`src/rtl/fadd_sched_pkg.sv`:
```
`default_nettype none
// ============================================================================
//  Module      : fadd_sched_pkg
//  Description : Shared constants and helpers for the FP32 adder scheduler.
//  Revision    : 1.0 - initial release
// ============================================================================
package fadd_sched_pkg;

    localparam int FP_W            = 32;
    localparam int N_REQ_DEFAULT   = 4;
    localparam int MAX_OUT_DEFAULT = 8;
    localparam int TAG_W           = $clog2(N_REQ_DEFAULT);

    // Index width that never collapses to zero bits for a single entry.
    function automatic int clog2_min1(input int value);
        return (value > 1) ? $clog2(value) : 1;
    endfunction

endpackage
`default_nettype wire

```
`src/rtl/fadd_tag_fifo.sv`:
```
`default_nettype none
// ============================================================================
//  Module      : fadd_tag_fifo
//  Description : Synchronous FIFO of requester tags with wrap-around pointers.
//  Revision    : 1.0 - initial release
// ============================================================================
module fadd_tag_fifo
    import fadd_sched_pkg::*;
#(
    parameter int DEPTH = MAX_OUT_DEFAULT,
    parameter int WIDTH = TAG_W
) (
    input  logic             clk,
    input  logic             rst,
    input  logic             i_push,
    input  logic [WIDTH-1:0] i_push_data,
    input  logic             i_pop,
    output logic [WIDTH-1:0] o_pop_data,
    output logic             o_full,
    output logic             o_empty
);
    localparam int c_addr_w = clog2_min1(DEPTH);

    // Extra MSB on each pointer distinguishes full from empty.
    logic [c_addr_w:0]  r_wr_ptr;
    logic [c_addr_w:0]  r_rd_ptr;
    logic [WIDTH-1:0]   r_mem [DEPTH];
    logic               w_push;
    logic               w_pop;

    assign o_empty    = (r_wr_ptr == r_rd_ptr);
    assign o_full     = (r_wr_ptr[c_addr_w] != r_rd_ptr[c_addr_w]) &&
                        (r_wr_ptr[c_addr_w-1:0] == r_rd_ptr[c_addr_w-1:0]);
    assign w_push     = i_push && !o_full;
    assign w_pop      = i_pop && !o_empty;
    assign o_pop_data = r_mem[r_rd_ptr[c_addr_w-1:0]];

    always_ff @(posedge clk) begin
        if (rst) begin
            r_wr_ptr <= '0;
            r_rd_ptr <= '0;
        end else begin
            if (w_push) r_wr_ptr <= r_wr_ptr + 1'b1;
            if (w_pop)  r_rd_ptr <= r_rd_ptr + 1'b1;
        end
    end

    always_ff @(posedge clk) begin
        if (w_push) r_mem[r_wr_ptr[c_addr_w-1:0]] <= i_push_data;
    end

endmodule
`default_nettype wire

```
`src/rtl/fadd_scheduler.sv`:
```
`default_nettype none
// ============================================================================
//  Module      : fadd_scheduler
//  Description : Round-robin, credit-limited sharing of one pipelined FP32 adder.
//  Revision    : 1.0 - initial release
// ============================================================================
module fadd_scheduler
    import fadd_sched_pkg::*;
#(
    parameter int N_REQ   = N_REQ_DEFAULT,
    parameter int MAX_OUT = MAX_OUT_DEFAULT
) (
    input  logic                  clk,
    input  logic                  reset,
    input  logic [N_REQ-1:0]      req_valid,
    output logic [N_REQ-1:0]      req_ready,
    input  logic [N_REQ*FP_W-1:0] req_op_1,
    input  logic [N_REQ*FP_W-1:0] req_op_2,
    output logic                  add_en,
    output logic [FP_W-1:0]       add_op_1,
    output logic [FP_W-1:0]       add_op_2,
    input  logic [FP_W-1:0]       add_res,
    input  logic                  add_val,
    output logic [N_REQ-1:0]      rsp_valid,
    output logic [FP_W-1:0]       rsp_res,
    output logic                  busy,
    output logic                  orphan_err
);
    localparam int c_tag_w = clog2_min1(N_REQ);
    localparam int c_cnt_w = $clog2(MAX_OUT + 1);

    logic [c_tag_w-1:0] r_ptr;
    logic [c_cnt_w-1:0] r_outstanding;
    logic               r_add_en;
    logic [FP_W-1:0]    r_op1;
    logic [FP_W-1:0]    r_op2;
    logic [N_REQ-1:0]   r_rsp_valid;
    logic [FP_W-1:0]    r_rsp_res;
    logic               r_orphan;

    logic               w_credit;
    logic               w_grant;
    logic [c_tag_w-1:0] w_grant_idx;
    logic [N_REQ-1:0]   w_ready;
    logic               w_pop;
    logic [c_tag_w-1:0] w_fifo_tag;
    logic               w_fifo_full;
    logic               w_fifo_empty;
    logic [FP_W-1:0]    w_op1_arr [N_REQ];
    logic [FP_W-1:0]    w_op2_arr [N_REQ];

    for (genvar g = 0; g < N_REQ; g++) begin : g_unpack
        assign w_op1_arr[g] = req_op_1[g*FP_W +: FP_W];
        assign w_op2_arr[g] = req_op_2[g*FP_W +: FP_W];
    end

    // Credit uses the registered count, so a pop frees a slot only next cycle.
    assign w_credit = !reset && !w_fifo_full && (r_outstanding != c_cnt_w'(MAX_OUT));
    assign w_pop    = add_val && !w_fifo_empty;

    always_comb begin : p_arbiter
        int idx;
        w_ready     = '0;
        w_grant     = 1'b0;
        w_grant_idx = '0;
        idx         = 0;
        for (int k = 0; k < N_REQ; k++) begin
            idx = (int'(r_ptr) + k) % N_REQ;
            if (w_credit && !w_grant && req_valid[c_tag_w'(idx)]) begin
                w_grant     = 1'b1;
                w_grant_idx = c_tag_w'(idx);
            end
        end
        if (w_grant) w_ready[w_grant_idx] = 1'b1;
    end

    fadd_tag_fifo #(
        .DEPTH (MAX_OUT),
        .WIDTH (c_tag_w)
    ) u_tag_fifo (
        .clk         (clk),
        .rst         (reset),
        .i_push      (w_grant),
        .i_push_data (w_grant_idx),
        .i_pop       (w_pop),
        .o_pop_data  (w_fifo_tag),
        .o_full      (w_fifo_full),
        .o_empty     (w_fifo_empty)
    );

    always_ff @(posedge clk) begin
        if (reset) begin
            r_ptr         <= '0;
            r_outstanding <= '0;
            r_add_en      <= 1'b0;
            r_op1         <= '0;
            r_op2         <= '0;
            r_rsp_valid   <= '0;
            r_rsp_res     <= '0;
            r_orphan      <= 1'b0;
        end else begin
            r_add_en    <= w_grant;
            r_rsp_valid <= '0;
            if (w_grant) begin
                r_op1 <= w_op1_arr[w_grant_idx];
                r_op2 <= w_op2_arr[w_grant_idx];
                r_ptr <= (w_grant_idx == c_tag_w'(N_REQ - 1)) ? '0 : w_grant_idx + 1'b1;
            end
            if (w_pop) begin
                r_rsp_valid <= N_REQ'(1) << w_fifo_tag;
                r_rsp_res   <= add_res;
            end
            // A result with no tag to own it is dropped and flagged.
            if (add_val && w_fifo_empty) r_orphan <= 1'b1;
            case ({w_grant, w_pop})
                2'b10:   r_outstanding <= r_outstanding + 1'b1;
                2'b01:   r_outstanding <= r_outstanding - 1'b1;
                default: r_outstanding <= r_outstanding;
            endcase
        end
    end

    assign req_ready  = w_ready;
    assign add_en     = r_add_en;
    assign add_op_1   = r_op1;
    assign add_op_2   = r_op2;
    assign rsp_valid  = r_rsp_valid;
    assign rsp_res    = r_rsp_res;
    assign busy       = (r_outstanding != '0);
    assign orphan_err = r_orphan;

endmodule
`default_nettype wire

```
`config.mk`:
```
export PLATFORM = sky130hd
export DESIGN_NAME = fadd_scheduler
export DESIGN_NICKNAME = d
export VERILOG_FILES = /design/src/rtl/fadd_sched_pkg.sv /design/src/rtl/fadd_tag_fifo.sv /design/src/rtl/fadd_scheduler.sv
export SDC_FILE = /design/constraint.sdc
export NUM_CORES = 1
export LEC_CHECK = 0
export BUFFER_PORTS_ARGS = -buffer_cell sky130_fd_sc_hd__buf_4
export CAP_MARGIN = 20
export CORE_AREA = 2 2 155 157
export DETAILED_ROUTE_END_ITERATION = 10
export DIE_AREA = 0 0 157 159
export GPL_ROUTABILITY_DRIVEN = 0
export HOLD_SLACK_MARGIN = 0.05
export SYNTH_ARGS = -nofsm -noshare
export SYNTH_HDL_FRONTEND = slang
export SYNTH_HIERARCHICAL = 1
export SYNTH_SLANG_ARGS = --single-unit
```
`constraint.sdc`:
```
create_clock -name clk -period 8.95 [get_ports clk]
set_input_delay 1.3425 -clock clk [delete_from_list [all_inputs] [get_ports clk]]
set_output_delay 1.3425 -clock clk [all_outputs]
set_load 0.01 [all_outputs]
```
==> flow_summary.toml, run 1 <==
[outcome]
status = "complete, no violations"

[cts]
h-tree-depth = 4
clock_tree.root_cell = "clkbuf_16"
cts_sinks = 135
cts_buffer_depth = 2
clkSlewWorstSetupHoldPaths_ns = 0.06
cts_setup_buffers = 0
cts_buffers = 17
cts_hold_buf = 0
cts.repair.resized = 0
cts_tree = "done"
clk_latency_ns = 0.42

[power]
switchingPower_uw = 683
combPwrFrac = 0.303
switching_share = 0.321
p_leak_uw = 0.00508
p_per_area_nw_per_um2 = 202
pwr-share-seq = 0.359
power.internal_uw = 1450
irDropWorstVdd_mv = 0.0952
pwr-share-clk = 0.338

[timing]
slew_headroom = 0.285
drv_slew = 0
rsz0062_at_grt = "no"
setup_viol = 0
hold_violations = 0
period_share = 0.523
finalSetupTns_ns = 0
max_slew.worst_pin.slew_ns = 1.07
timing.fmax_mhz = 214
holdWs_ns = 0.455
fin_skew_ns = 0.0124
min_period_ns = 4.68

[logic_synthesis]
synth-seq-cells = 135
netlist_instances = 680
synthFlopType = "dfxtp_1"
ys_top_cells_by_area = "dfxtp_1, mux2i_1, o221ai_1"
synth_cell_types = 54
synthArstFlopShare = 0
synth_edf_count = 16
ys_warn_count = 6
synth_fp_nets = 984
syn_avg_cell_area_um2 = 9.85
seq_area_frac_synth = 0.427
yosys-top-cells-count = "mux2i_1, nand2_1, dfxtp_1, o221ai_1, a21oi_1"
synth.largest_area_cell = "dfxtp_1"
synth.top_cell.area_share = 0.356
syn_area_um2 = 6700

[route]
dr.first_iter.drc_count = 371
num_vias = 6660
vias_per_cell = 4.79
wl_um = 25600
wl_per_cell_um = 18.4
drt_pre_antenna_iters = 5
drc = 0
antenna_left = 0

[flow_run]
cap_violations = 0

[worst_hold_path]
hold_path_class = "reg -> reg"

[worst_setup_path]
critical_path_class = "in -> out"
end_kind = "primary output"
critPathMaxFanout = 66
startpoint_type = "input pin"
required_ns = 7.61
cp.arrival_ns = 3.34

[placed_design]
hpwl_um = 19400
port_buffers = 401
placed_area_um2 = 9950

[floorplan]
rows = 56
coreArea_um2 = 23200
die_x_um = 157
die-area_um2 = 25000
die_y_um = 159
io-pin-count = 402
initial_utilization = 0.289

[final_layout]
num-nets-final = 1359
drive_gt1_frac = 0.432
stdcell_area_um2 = 10600
areaGrowthSynthToFinish_pct = 57.6

[global_routing]
grt_pass1_vias = 6442
overflow = 0
grt_pass1_wl_um = 37500
antenna_found_initial = 4
track_usage = 0.197
grt_max_degree = 129
==> per-stage QoR <==
step                cells  power [µW]  worst slack, ns  utilization
global placement     1355        1430             4.22        0.429
global route         1390        2240             4.10        0.455
detailed placement   1355        1430             4.21        0.429
floorplan             680        1100             4.63            -
finish               1390        2130             4.27        0.455
CTS                  1387        2160             4.20        0.455
==> per-layer routing <==
| metal | up-vias | GRT usage | share of wire |
|---|---|---|---|
| met5 | - | 0 | 0.00047 |
| met4 | 2 | 0.0713 | 0.026 |
| met3 | 37 | 0.0653 | 0.086 |
| met2 | 290 | 0.324 | 0.48 |
| met1 | 3065 | 0.238 | 0.41 |
| li1 | 3266 | - | - |
==> path summary, 6_finish.rpt <==
| path | depth (start not counted) | endpoint | start | slack [ns] |
|---|---|---|---|---|
| worst min-delay path | 2 | rsp_res[26] | rsp_res[26] | 0.46 |
| worst max-delay path | 7 | req_ready[0] | reset | 4.27 |
| worst min register to register | 2 | rsp_res[26] | rsp_res[26] | 0.46 |
| worst max register to register | 13 | r_outstanding[2] | u_tag_fifo/r_wr_ptr[2] | 5.56 |
==> registers in the layout, indices dropped and copies added, names as in the netlist, named ones only <==
signal / count
r_outstanding: 4
rsp_valid: 4
u_tag_fifo/r_rd_ptr: 4
u_tag_fifo/r_mem: 16
add_op_1: 32
orphan_err: 1
r_ptr: 2
add_en: 1
rsp_res: 32
add_op_2: 32
u_tag_fifo/r_wr_ptr: 4
==> cell usage in the layout, fill, tap and decap left out, drive strengths merged, types with 2 or more instances in the layout <==
master | netlist | routed
or2 | 2 | 2
nor2b | 8 | 8
a2111oi | 2 | 2
and2 | 4 | 4
clkinv | 1 | 3
dfxtp | 119 | 119
mux2i | 133 | 133
nor4bb | 2 | 2
inv | 7 | 16
diode | 0 | 3
and4 | 2 | 2
nor4b | 4 | 4
o21ai | 2 | 2
clkbuf | 17 | 18
o21a | 3 | 3
nor3b | 3 | 3
nor3 | 8 | 8
mux2 | 9 | 9
a21oi | 37 | 37
or3 | 2 | 2
nand2 | 134 | 134
edfxtp | 16 | 16
xor2 | 7 | 7
mux4 | 4 | 4
buf | 35 | 408
a41oi | 3 | 3
nor4 | 4 | 4
clkinvlp | 0 | 2
o221ai | 64 | 64
a211o | 2 | 2
nand4 | 2 | 2
o22ai | 2 | 2
nor2 | 14 | 14
ha | 9 | 9
nand2b | 6 | 6
xnor2 | 4 | 4
==> cells by family (layout without fill, tap and decap cells) <==
family / count (synthesis) / in the layout / share of synthesized area
buffers and inverters: 60 / 448 / 0.0405
muxes: 146 / 146 / 0.227
other: 0 / 3 / 0
adders and majority gates: 9 / 9 / 0.0168
DFF: 135 / 135 / 0.427
xor gates and xnor gates: 11 / 11 / 0.0144
and+or+nand+nor: 197 / 197 / 0.134
AOI/OAI and AO/OA: 122 / 122 / 0.139
==> cell type report <==
type | count | area [µm²]
clock inverter | 14 | 149
fill | 2252 | 12600
multi-input combinational | 485 | 3580
tap | 319 | 399
clock buffer | 18 | 450
timing repair buffer | 408 | 3080
antenna | 3 | 7.51
sequential | 135 | 2860
inverter | 8 | 30.0
==> power by group through the flow <==
stage | clock (µW) | combinational [µW] | sequential [µW]
floorplan | 0 | 300 | 803
global placement | 0 | 652 | 774
detailed placement | 0 | 653 | 774
CTS | 743 | 654 | 764
global route | 761 | 699 | 776
finish | 721 | 647 | 764
==> worst max-delay path: stages <==
cell and delay, ns:
buf_4 0.53, a211o_1 0.22, or2_2 0.13, buf_4 0.57, ha_1 0.27, and2_1 0.12, buf_4 0.11
(Power assumes the default switching activity.)
==> run 2: changes to the inputs <==
--- a/config.mk
+++ b/config.mk
@@ -7,9 +7,9 @@
 export LEC_CHECK = 0
 export BUFFER_PORTS_ARGS = -buffer_cell sky130_fd_sc_hd__buf_4
 export CAP_MARGIN = 20
-export CORE_AREA = 2 2 155 157
+export CORE_AREA = 2 2 158 160
 export DETAILED_ROUTE_END_ITERATION = 10
-export DIE_AREA = 0 0 157 159
+export DIE_AREA = 0 0 160 162
 export GPL_ROUTABILITY_DRIVEN = 0
 export HOLD_SLACK_MARGIN = 0.05
 export SYNTH_ARGS = -nofsm -noshare
==> constraint.sdc (replaced) <==
create_clock -name clk -period 4.2 [get_ports clk]
set_input_delay 0.63 -clock clk [delete_from_list [all_inputs] [get_ports clk]]
set_output_delay 0.63 -clock clk [all_outputs]
set_load 0.01 [all_outputs]
==> flow_summary.toml, run 2 (synthesis results as in run 1) <==
[outcome]
status = "complete, no violations"

[cts]
clk_latency_ns = 0.41
cts_hold_buf = 0
cts_setup_buffers = 0
h-tree-depth = 4
clock_tree.root_cell = "clkbuf_16"
cts.repair.resized = 0
clkSlewWorstSetupHoldPaths_ns = 0.06
cts_sinks = 135
cts_buffer_depth = 2
cts_tree = "done"
cts_buffers = 17

[final_layout]
final_common_cell = "buf_4"
num-nets-final = 1360
areaGrowthSynthToFinish_pct = 56.8
drive_gt1_frac = 0.432
final_cell_mix = "buf_4, nand2_1, mux2i_1"

[worst_setup_path]
crit_path_frequent_cell = "buf_4"
cp_slowest_stage_delay_ns = 0.55
path_delay_family = "simple AND/OR/NAND/NOR gates"
critPathMaxFanout = 15
end_kind = "primary output"
crit_buf_inv = 3
crit_chain = "xor2_1, nor4_2, buf_4, a211o_1, or2_2, inv_1, ha_1, and2_1, buf_4"
cp.arrival_ns = 3.03
required_ns = 3.57
critical_path_class = "reg -> out"
cp_slowest_cell = "dfxtp_1"
startpoint_type = "register"

[power]
irDropWorstVdd_mv = 0.243
p_per_area_nw_per_um2 = 417
p_leak_uw = 0.00506
total_power_uw = 4380

[timing]
period_share = 0.872
min_period_ns = 3.66
slew_headroom = 0.294
rsz0062_at_grt = "no"
drv_slew = 0
setup_viol = 0
timing.fmax_mhz = 273
hold_violations = 0
setup_slack_ns = 0.537
finalSetupTns_ns = 0
holdWs_ns = 0.431
max_slew.worst_pin.slew_ns = 1.06
fin_skew_ns = 0.0128

[route]
dr.first_iter.drc_count = 326
antenna_left = 0
drt_pre_antenna_iters = 6
wl_um = 25800
num_vias = 6608
drc = 0
wl_per_cell_um = 18.5
vias_per_cell = 4.74

[floorplan]
io-pin-count = 402
initial_utilization = 0.278
die_y_um = 162
die_x_um = 160
die-area_um2 = 25900
rows = 57
coreArea_um2 = 24100

[global_routing]
grt_pass1_wl_um = 37300
antenna_found_initial = 1
track_usage = 0.187
grt_max_degree = 129
grt_pass1_vias = 6378
overflow = 0

[flow_run]
cap_violations = 0

[placed_design]
port_buffers = 401
place_ws_ns = 0.928
hpwl_um = 20100

[worst_hold_path]
hold_path_class = "in -> reg"
==> run 2: cell types whose count changed in the layout (fill, tap and decap cells not counted), sizes merged <==
| cell | before | now |
|---|---|---|
| bufinv | 1 | 0 |
| buf | 408 | 409 |
| clkinv | 3 | 10 |
| diode | 3 | 1 |
| inv | 16 | 10 |
==> run 2: where the power goes <==
group	internal [µW]	switching, µW
combinational	708	674
sequential	1500	126
clock	774	597
total	2990	1400
==> run 2: worst reg2reg max path, stage by stage, from the launching register on <==
cell and delay [ns]:
dfxtp_1 0.55, xor2_1 0.27, nor4_2 0.08, buf_4 0.18, a2111oi_4 0.72, inv_2 0.12
ha_1 0.31, xor2_1 0.16, ha_1 0.18, a21oi_1 0.14, xor2_1 0.09, or3_1 0.30
a21oi_1 0.13
==> run 2: through the flow <==
stage          cells  cell area (µm²)   util
3_3_place_gp    1361             9970  0.413
5_1_grt         1394            10500  0.436
4_1_cts         1393            10500  0.436
6_report        1394            10500  0.436
3_5_place_dp    1361             9970  0.413
2_1_floorplan    680             6700      -
==> run 2: layer usage <==
metal	up-vias	GRT usage	wire length [µm]
met5	-	0	0
met4	0	0.0569	378
met3	20	0.0478	1880
met2	278	0.319	12800
met1	3056	0.234	10700
li1	3254	-	-
==> run 2: final cells by class <==
type / instances / area [µm²]
clock buffer: 18 / 439
timing repair buffer: 409 / 3080
sequential: 135 / 2860
clock inverter: 14 / 101
antenna: 1 / 2.50
inverter: 8 / 30.0
multi-input combinational: 485 / 3580
fill: 2413 / 13600
tap: 324 / 405
==> run 2: worst paths after layout <==
path                          start          endpoint  slack [ns]  depth (start not counted)
min reg2reg             rsp_res[27]       rsp_res[27]        0.45                          2
max          u_tag_fifo/r_wr_ptr[2]      req_ready[3]        0.54                          9
min                           reset          r_ptr[1]        0.43                          2
max reg2reg  u_tag_fifo/r_wr_ptr[2]  r_outstanding[2]        0.89                         12
==> run 3: changes to the inputs <==
--- a/config.mk
+++ b/config.mk
@@ -7,12 +7,11 @@
 export LEC_CHECK = 0
 export BUFFER_PORTS_ARGS = -buffer_cell sky130_fd_sc_hd__buf_4
 export CAP_MARGIN = 20
-export CORE_AREA = 2 2 158 160
+export CORE_AREA = 2 2 154 156
 export DETAILED_ROUTE_END_ITERATION = 10
-export DIE_AREA = 0 0 160 162
+export DIE_AREA = 0 0 156 158
 export GPL_ROUTABILITY_DRIVEN = 0
 export HOLD_SLACK_MARGIN = 0.05
 export SYNTH_ARGS = -nofsm -noshare
 export SYNTH_HDL_FRONTEND = slang
-export SYNTH_HIERARCHICAL = 1
 export SYNTH_SLANG_ARGS = --single-unit
==> constraint.sdc (replaced) <==
create_clock -name clk -period 3.1 [get_ports clk]
set_input_delay 0.465 -clock clk [delete_from_list [all_inputs] [get_ports clk]]
set_output_delay 0.465 -clock clk [all_outputs]
set_load 0.01 [all_outputs]
==> flow_summary.toml, run 3 <==
[power]
pwr-share-seq = 0.332
switching_share = 0.370
irDropWorstVdd_mv = 0.321
combPwrFrac = 0.381
p_per_area_nw_per_um2 = 643
p_leak_uw = 0.00478
pwr-share-clk = 0.287
switchingPower_uw = 2670
power.internal_uw = 4540

[worst_setup_path]
cp.arrival_ns = 2.45
r2r_start = "u_tag_fifo.r_wr_ptr[2]"
end_kind = "primary output"
critPathMaxFanout = 10
reg2reg_slack_ns = 0.41
critical_path_class = "reg -> out"
worst_r2r_path_depth = 6
required_ns = 2.63
critical_path.startpoint = "u_tag_fifo.r_wr_ptr[1]"
r2r-end = "u_tag_fifo.r_mem[6][1]"
startpoint_type = "register"

[logic_synthesis]
synthFlopType = "dfxtp_1"
synth-seq-cells = 135
syn_area_um2 = 7370
yosys-top-cells-count = "nand2_1, dfxtp_1, nor3b_1, o21a_1, o21ai_0"
post-synth-top-count-cell = "nand2_1"
synth_fa_ha_area_frac = 0.0153
synth_top_family_by_area = "compound AO/OA/AOI/OAI gates"
synth_edf_count = 16
synth_fp_nets = 1193
synthMuxAreaShare = 0.0177
synthXorXnorAreaFrac = 0.0154
synth_cell_types = 47
synth.top_cell.area_share = 0.323
ys_warn_count = 0
synth-compound-area-share = 0.295
syn_avg_cell_area_um2 = 8.29
synth_simple_gate_area_share = 0.209
seq_area_frac_synth = 0.388
ys_top_cells_by_area = "dfxtp_1, nand2_1, a32oi_1"
synth.largest_area_cell = "dfxtp_1"
netlist_instances = 889
synthArstFlopShare = 0

[cts]
clk_latency_ns = 0.42
cts_buffer_depth = 2
cts_sinks = 135
h-tree-depth = 4
cts_buffers = 17
clkSlewWorstSetupHoldPaths_ns = 0.07
clock_tree.root_cell = "clkbuf_16"
cts_tree = "done"
cts_setup_buffers = 0
cts_hold_buf = 0

[global_routing]
antenna_found_initial = 2
grt_max_degree = 130
overflow = 0
grt_pass1_vias = 7924
track_usage = 0.234
grt_pass1_wl_um = 44700

[final_layout]
final_cell_mix = "buf_4, nand2_1, dfxtp_1"
fin_cells = 1540
areaGrowthSynthToFinish_pct = 52.2
final_common_cell = "buf_4"
num-nets-final = 1540
drive_gt1_frac = 0.380

[route]
num_vias = 8161
wl_per_cell_um = 19.5
drt_pre_antenna_iters = 5
wl_um = 30100
drc = 0
antenna_left = 0
dr.first_iter.drc_count = 454
vias_per_cell = 5.30

[floorplan]
die-area_um2 = 24600
io-pin-count = 402
die_x_um = 156
die_y_um = 158
rows = 56
initial_utilization = 0.320
coreArea_um2 = 23100

[worst_hold_path]
whs_endpoint = "rsp_res[4]"
hold_path_class = "in -> reg"
hold_start = "add_res[4]"
worstHoldPathCells = 3

[outcome]
status = "complete, no violations"

[placed_design]
hpwl_um = 20600
port_buffers = 401
dpl.cell_count = 1507

[timing]
min_period_ns = 2.91
drv_slew = 0
period_share = 0.940
finalSetupTns_ns = 0
fin_skew_ns = 0.0149
setup_viol = 0
hold_violations = 0
rsz0062_at_grt = "no"
max_slew.worst_pin.slew_ns = 0.901
timing.fmax_mhz = 343
slew_headroom = 0.399

[flow_run]
cap_violations = 0
-- run 3: area by class of cell --
class	count	area [µm²]
flip-flops and latches	135	2870
inverters	7	26.3
clock inverters	14	140
repair buffers	419	3250
multi-input cells	656	4120
diodes	1	2.50
well taps	290	363
clock buffers	18	450
fillers	2239	11800
-- run 3: timing repair --
action / in CTS / in global routing
endpoints found under the hold margin: 0 / 0
pin swaps: 0 / 0
resized for setup: 3 / 1
setup endpoints to repair: 2 / 2
-- run 3: how the worst max path moves through the flow --
stage	to	slack, ns	depth (start not counted)
global placement	u_tag_fifo.r_mem[5][1]	0.35	6
CTS	req_ready[3]	0.06	8
finish	req_ready[3]	0.19	8
floorplan	r_outstanding[2]	0.07	12
detailed placement	u_tag_fifo.r_mem[6][1]	0.28	6
global route	req_ready[3]	0.05	8
-- run 3: cells by family after synthesis --
kind of cell	Yosys count
buf+inv	98
mux	8
compound gates	309
simple gates	317
fa+ha+maj	9
xor+xnor	13
flops	135
-- run 3: critical path, stage by stage (launching register included) --
cell,delay (ns)
dfxtp_2,0.37
xor2_1,0.21
or4_1,0.54
buf_4,0.20
nand3_2,0.11
inv_2,0.11
ha_1,0.22
and3_1,0.15
buf_4,0.14
-- run 3: power by group through the flow --
stage,Sequential [µW],Combinational (µW),Clock (µW)
finish,2400,2750,2070
global route,2440,3000,2180
CTS,2400,2770,2110
detailed placement,2420,2760,0
global placement,2420,2750,0
floorplan,2530,1340,0
-- run 3: metrics by stage --
step	hold slack (ns)	utilization	setup WS, ns	power [µW]	instance area [µm²]
floorplan	0.474	-	0.0679	3870	7370
global placement	0.439	0.460	0.353	5160	10600
detailed placement	0.442	0.460	0.275	5180	10600
CTS	0.270	0.486	0.0597	7280	11200
global route	0.262	0.486	0.0524	7630	11200
finish	0.284	0.486	0.186	7210	11200
-- run 3: routing by layer --
| metal | up-vias | GRT usage | wire length [µm] |
|---|---|---|---|
| li1 | 3949 | - | - |
| met1 | 3874 | 0.285 | 12400 |
| met2 | 302 | 0.394 | 14500 |
| met3 | 34 | 0.0788 | 2530 |
| met4 | 2 | 0.0699 | 627 |
| met5 | - | 0 | 13 |
